$ cat src/rtl/serial_adder_pkg.sv
// Shared types and helpers for the bit-serial adder.
package serial_adder_pkg;

  typedef enum logic [1:0] {
    StIdle  = 2'd0,
    StShift = 2'd1,
    StDone  = 2'd2
  } state_e;

  // Bit-counter width; never narrower than one bit so WIDTH=1 still has a counter.
  function automatic int unsigned cnt_width(input int unsigned w);
    return (w < 2) ? 1 : $clog2(w);
  endfunction

endpackage

$ cat src/rtl/fa_cell.sv
// One-bit combinational full adder.
module fa_cell (
  input  logic a,
  input  logic b,
  input  logic cin,
  output logic sum,
  output logic cout
);

  // Sum and carry of three input bits.
  always_comb begin
    sum  = a ^ b ^ cin;
    cout = (a & b) | (a & cin) | (b & cin);
  end

endmodule

$ cat src/rtl/serial_adder.sv
// Bit-serial adder: adds two WIDTH-bit operands LSB-first through one full-adder cell.
module serial_adder
  import serial_adder_pkg::*;
#(
  parameter int unsigned WIDTH = 8
) (
  input  logic             clk,
  input  logic             rst_n,
  input  logic             start,
  input  logic [WIDTH-1:0] a,
  input  logic [WIDTH-1:0] b,
  input  logic             cin,
  output logic             busy,
  output logic             done,
  output logic [WIDTH-1:0] sum,
  output logic             cout
);

  localparam int unsigned CntW = cnt_width(WIDTH);
  localparam logic [CntW-1:0] CntLast = CntW'(WIDTH - 1);

  state_e           state_q, state_d;
  logic [WIDTH-1:0] a_sr_q, a_sr_d;
  logic [WIDTH-1:0] b_sr_q, b_sr_d;
  logic [WIDTH-1:0] r_sr_q, r_sr_d;
  logic [WIDTH-1:0] sum_q, sum_d;
  logic             cout_q, cout_d;
  logic             carry_q, carry_d;
  logic [CntW-1:0]  cnt_q, cnt_d;

  logic             fa_sum;
  logic             fa_cout;
  logic [WIDTH-1:0] r_shift;

  fa_cell u_fa (
    .a    (a_sr_q[0]),
    .b    (b_sr_q[0]),
    .cin  (carry_q),
    .sum  (fa_sum),
    .cout (fa_cout)
  );

  // New result bit enters at the MSB; written as shifts so WIDTH=1 needs no empty slice.
  always_comb begin
    r_shift = (r_sr_q >> 1) | (WIDTH'(fa_sum) << (WIDTH - 1));
  end

  // Next-state logic: operand capture, per-bit shifting and result publication.
  always_comb begin
    state_d = state_q;
    a_sr_d  = a_sr_q;
    b_sr_d  = b_sr_q;
    r_sr_d  = r_sr_q;
    sum_d   = sum_q;
    cout_d  = cout_q;
    carry_d = carry_q;
    cnt_d   = cnt_q;
    unique case (state_q)
      StIdle, StDone: begin
        if (start) begin
          state_d = StShift;
          a_sr_d  = a;
          b_sr_d  = b;
          carry_d = cin;
          cnt_d   = '0;
          r_sr_d  = '0;
        end else begin
          state_d = StIdle;
        end
      end
      StShift: begin
        // start is deliberately ignored here; operands stay as captured.
        a_sr_d  = a_sr_q >> 1;
        b_sr_d  = b_sr_q >> 1;
        r_sr_d  = r_shift;
        carry_d = fa_cout;
        cnt_d   = cnt_q + CntW'(1);
        if (cnt_q == CntLast) begin
          state_d = StDone;
          sum_d   = r_shift;
          cout_d  = fa_cout;
        end
      end
      default: state_d = StIdle;
    endcase
  end

  // State registers with asynchronous active-low clear.
  always_ff @(posedge clk or negedge rst_n) begin
    if (!rst_n) begin
      state_q <= StIdle;
      a_sr_q  <= '0;
      b_sr_q  <= '0;
      r_sr_q  <= '0;
      sum_q   <= '0;
      cout_q  <= 1'b0;
      carry_q <= 1'b0;
      cnt_q   <= '0;
    end else begin
      state_q <= state_d;
      a_sr_q  <= a_sr_d;
      b_sr_q  <= b_sr_d;
      r_sr_q  <= r_sr_d;
      sum_q   <= sum_d;
      cout_q  <= cout_d;
      carry_q <= carry_d;
      cnt_q   <= cnt_d;
    end
  end

  // Outputs are flop values or decodes of the state flop only.
  always_comb begin
    busy = (state_q == StShift);
    done = (state_q == StDone);
    sum  = sum_q;
    cout = cout_q;
  end

endmodule

$ cat config.mk
export PLATFORM = sky130hd
export DESIGN_NAME = serial_adder
export DESIGN_NICKNAME = d
export VERILOG_FILES = /design/src/rtl/serial_adder_pkg.sv /design/src/rtl/fa_cell.sv /design/src/rtl/serial_adder.sv
export SDC_FILE = /design/constraint.sdc
export NUM_CORES = 1
export LEC_CHECK = 0
export ABC_AREA = 1
export CORE_MARGIN = 10
export CORE_UTILIZATION = 40
export DETAILED_ROUTE_END_ITERATION = 6
export SETUP_SLACK_MARGIN = 0.05
export SYNTH_ARGS = -nofsm -noshare
export SYNTH_HDL_FRONTEND = slang
export SYNTH_SLANG_ARGS = --single-unit
$ cat constraint.sdc
create_clock -name clk -period 1.6 [get_ports clk]
set_input_delay 0.24 -clock clk [delete_from_list [all_inputs] [get_ports clk]]
set_output_delay 0.24 -clock clk [all_outputs]
set_load 0.01 [all_outputs]
==> results.sh <==
export IMPL_finalSetupTns_ns=0
export IMPL_critPathBufInv=2
export IMPL_drive_above_1_share_pct=12.16
export IMPL_fin_crit_ns=1.453
export IMPL_fin_skew_ns=0.009381
export IMPL_p_leak_uw=0.001217
export IMPL_p_int_uw=2666
export IMPL_pwr_share_comb_pct=48.2
export IMPL_antenna_cells=0
export IMPL_grt_usage_pct=10.56
export IMPL_power_switching_uw=1837
export IMPL_grt_use_met2_pct=14.87
export IMPL_cp_end_kind="primary output"
export IMPL_crit_path_cell_trace="buf_4 -> nor2_1 -> clkdlybuf4s15_1"
export IMPL_rsz0062_at_grt="no"
export IMPL_fp_dieW_um=88.34
export IMPL_finalHoldViolations=0
export IMPL_yosysUniqueCellTypes=21
export IMPL_fp_dieH_um=88.34
export IMPL_firstDrtPassIters=4
export IMPL_dp_hpwl_mm=2.495
export IMPL_grt_overflow=0
export IMPL_syn_nets=242
export IMPL_clockRootBuffer="clkbuf_8"
export IMPL_fill_cells=429
export IMPL_slowest_stage="dfrtp_1"
export IMPL_htree_levels=2
export IMPL_seqPwrFrac_pct=36.6
export IMPL_num_rows=24
export IMPL_io_buffers=30
export IMPL_critical_path_max_stage_delay_ns=0.42
export IMPL_vdd_ir_drop_max_v=0.001088
export IMPL_clk_pin_slew_ns=0.08
export IMPL_start_util_pct=42.03
export IMPL_final_nets=277
export IMPL_synthToLayoutAreaGrowth_pct=23.58
export IMPL_hp_class="in2async"
export IMPL_finalWirelength_mm=3.741
export IMPL_antenna_found_initial=0
export IMPL_startpoint_type="flop"
export IMPL_pin_count=31
export IMPL_netlist_area_sq_mm=0.001868
export IMPL_grt_pass1_vias=1378
export IMPL_crit_type="reg2out"
export IMPL_ctsLongestPathBuffers=2
export IMPL_layout_cells_most_common="nand2_1"
export IMPL_cp_top_family="flip-flops"
export IMPL_route_detailed_drc=0
export IMPL_syn_avg_cell_area_sq_um=8.530
export IMPL_cts_made_buffers=5
export IMPL_timing_final_max_slew_violations=0
export IMPL_clk_latency_ns=0.29
export IMPL_clkPwrFrac_pct=15.2
export IMPL_path_max_fanout=2
export IMPL_cp_required_ns=1.36
export IMPL_dp_cells=296
export IMPL_crit_arrival_ns=1.21
export IMPL_drtIter0Drc=100
export IMPL_max_cap_violations=0
export IMPL_grt_max_degree=39
export IMPL_netlist_instances=219
export IMPL_grt_busiest_layer="met2"
export IMPL_layout_cells_non_filler=307
export IMPL_cts_tree="done"
export IMPL_switching_share_pct=40.79
export IMPL_yosysSeqAreaShare_pct=50.90
export IMPL_reg2reg_depth=7
export IMPL_viasPerCell=4.603
export IMPL_status="finished, final reports clean"
export IMPL_ys_warnings_count=0
export IMPL_setup_viol=0
export IMPL_post_route_period_util_pct=90.80
export IMPL_clock_sinks=38
export IMPL_utilization_pct=51.94
export IMPL_grt_pass1_wl_mm=6.637
export IMPL_max_freq_mhz=688.3
export IMPL_use_met3_pct=3.585
export IMPL_path_depth=3
export IMPL_grtUsageMet1_pct=14.36
export IMPL_final_cell_mix="70 x nand2_1, 39 x inv_1, 38 x dfrtp_1"
export IMPL_tightest_slew_ns=0.2352
export IMPL_ys_ff_latch=38
export IMPL_finalWeightedCongestion=0.7602
export IMPL_power_density_mw_per_mm2=1951
export IMPL_drtAntennaViolNets=0
export IMPL_max_slew_margin_pct=84.30
export IMPL_avgRoutedWirePerCell_um=12.19
export IMPL_die_area_sq_mm=0.007804
export IMPL_vias=1413
export IMPL_core_area_sq_mm=0.004444
[metal layers]
layer | vias up | part of all wire [%]
li1 | 733 | -
met1 | 643 | 49
met2 | 33 | 43
met3 | 4 | 6.0
met4 | 0 | 1.6
met5 | - | 0
[area by class of cell]
class                           instances  area, sq um  area share (%)
Sequential cell                        38        950.9           41.19
Multi-Input combinational cell        131        681.9           29.54
Timing Repair Buffer                   36        354.1           15.34
Inverter                               42        165.2           7.154
Clock buffer                            7        86.33           3.740
Tap cell                               52        65.06           2.818
Clock inverter                          1        5.005          0.2168
[synth_stat cells]
| master | count | share of area (%) |
|---|---|---|
| o21ai_0 | 6 | 1.6 |
| nand2_2 | 1 | 0.34 |
| a21oi_1 | 1 | 0.27 |
| fa_1 | 1 | 1.1 |
| nor2_4 | 1 | 0.60 |
| o21ai_1 | 4 | 1.1 |
| inv_6 | 1 | 0.47 |
| nand2_1 | 70 | 14 |
| buf_6 | 5 | 3.0 |
| nand2_4 | 2 | 1.2 |
| dfrtp_1 | 38 | 51 |
| nor2_1 | 2 | 0.40 |
| nand3_1 | 30 | 8.0 |
| buf_4 | 2 | 0.80 |
| nand2_8 | 2 | 2.1 |
| o21ai_2 | 8 | 3.8 |
| inv_1 | 39 | 7.8 |
| inv_4 | 1 | 0.34 |
| buf_2 | 2 | 0.54 |
| inv_2 | 1 | 0.20 |
| ha_1 | 2 | 1.3 |
[final timing paths]
kind / endpoint / slack [ns] / start
max: done / 0.15 / state_q[0]
min: sum[6] / 0.44 / rst_n
max reg2reg: a_sr_q[1] / 0.20 / state_q[0]
min reg2reg: sum[7] / 0.48 / sum[7]
max in group asynchronous: b_sr_q[5] / 0.97 / rst_n
min in group clk: sum[7] / 0.48 / sum[7]
[worst reg2reg max path, delay by kind of cell, from the launching register on]
kind                   cells  cell delay (ns)
and+or+nand+nor            4             0.43
buffers and inverters      3             0.45
DFF                        1             0.40
[power groups by stage]
stage / logic (uW) / clock network (uW) / registers, uW
6_report: 2170 / 686 / 1650
5_1_grt: 2540 / 737 / 1720
4_1_cts: 2180 / 700 / 1650
3_5_place_dp: 2160 / 0 / 1670
3_3_place_gp: 2130 / 0 / 1670
2_1_floorplan: 1610 / 0 / 1670
[cells by family (layout without fill, tap and decap cells)]
kind of cell	count (synthesis)	after routing	share of synthesized area, %
AND/OR/NAND/NOR	108	109	26.79
AO/OA/AOI/OAI	19	19	6.698
buffers and inverters	51	86	13.19
adder cells (fa/ha/maj)	3	3	2.411
flip-flops	38	38	50.90
[what timing repair did]
action | CTS | global route
hold buffers | 1 | 0
hold endpoints to repair | 38 | 0
resized for setup | 2 | 1
setup endpoints to repair | 2 | 17
gates cloned | 0 | 1
pin swaps | 0 | 1
buffers inserted | 1 | 0
[flip-flops by register name (all words and copies together), names as in the netlist]
name / count
r_sr_q: 7
state_q: 2
cnt_q: 3
cout: 1
b_sr_q: 8
carry_q: 1
a_sr_q: 8
sum: 8
[through the flow]
stage	setup WS, ns	power [uW]	hold slack, ns	instance area (sq um)
2_1_floorplan	0.3937	3287	-0.05559	1868
3_3_place_gp	0.2177	3798	0.2223	2190
3_5_place_dp	0.2176	3832	0.2221	2190
4_1_cts	0.1085	4531	0.4455	2296
5_1_grt	0.05579	4994	0.4768	2308
6_report	0.1472	4503	0.4372	2308
Note: power is estimated with default switching activity, not from simulation.
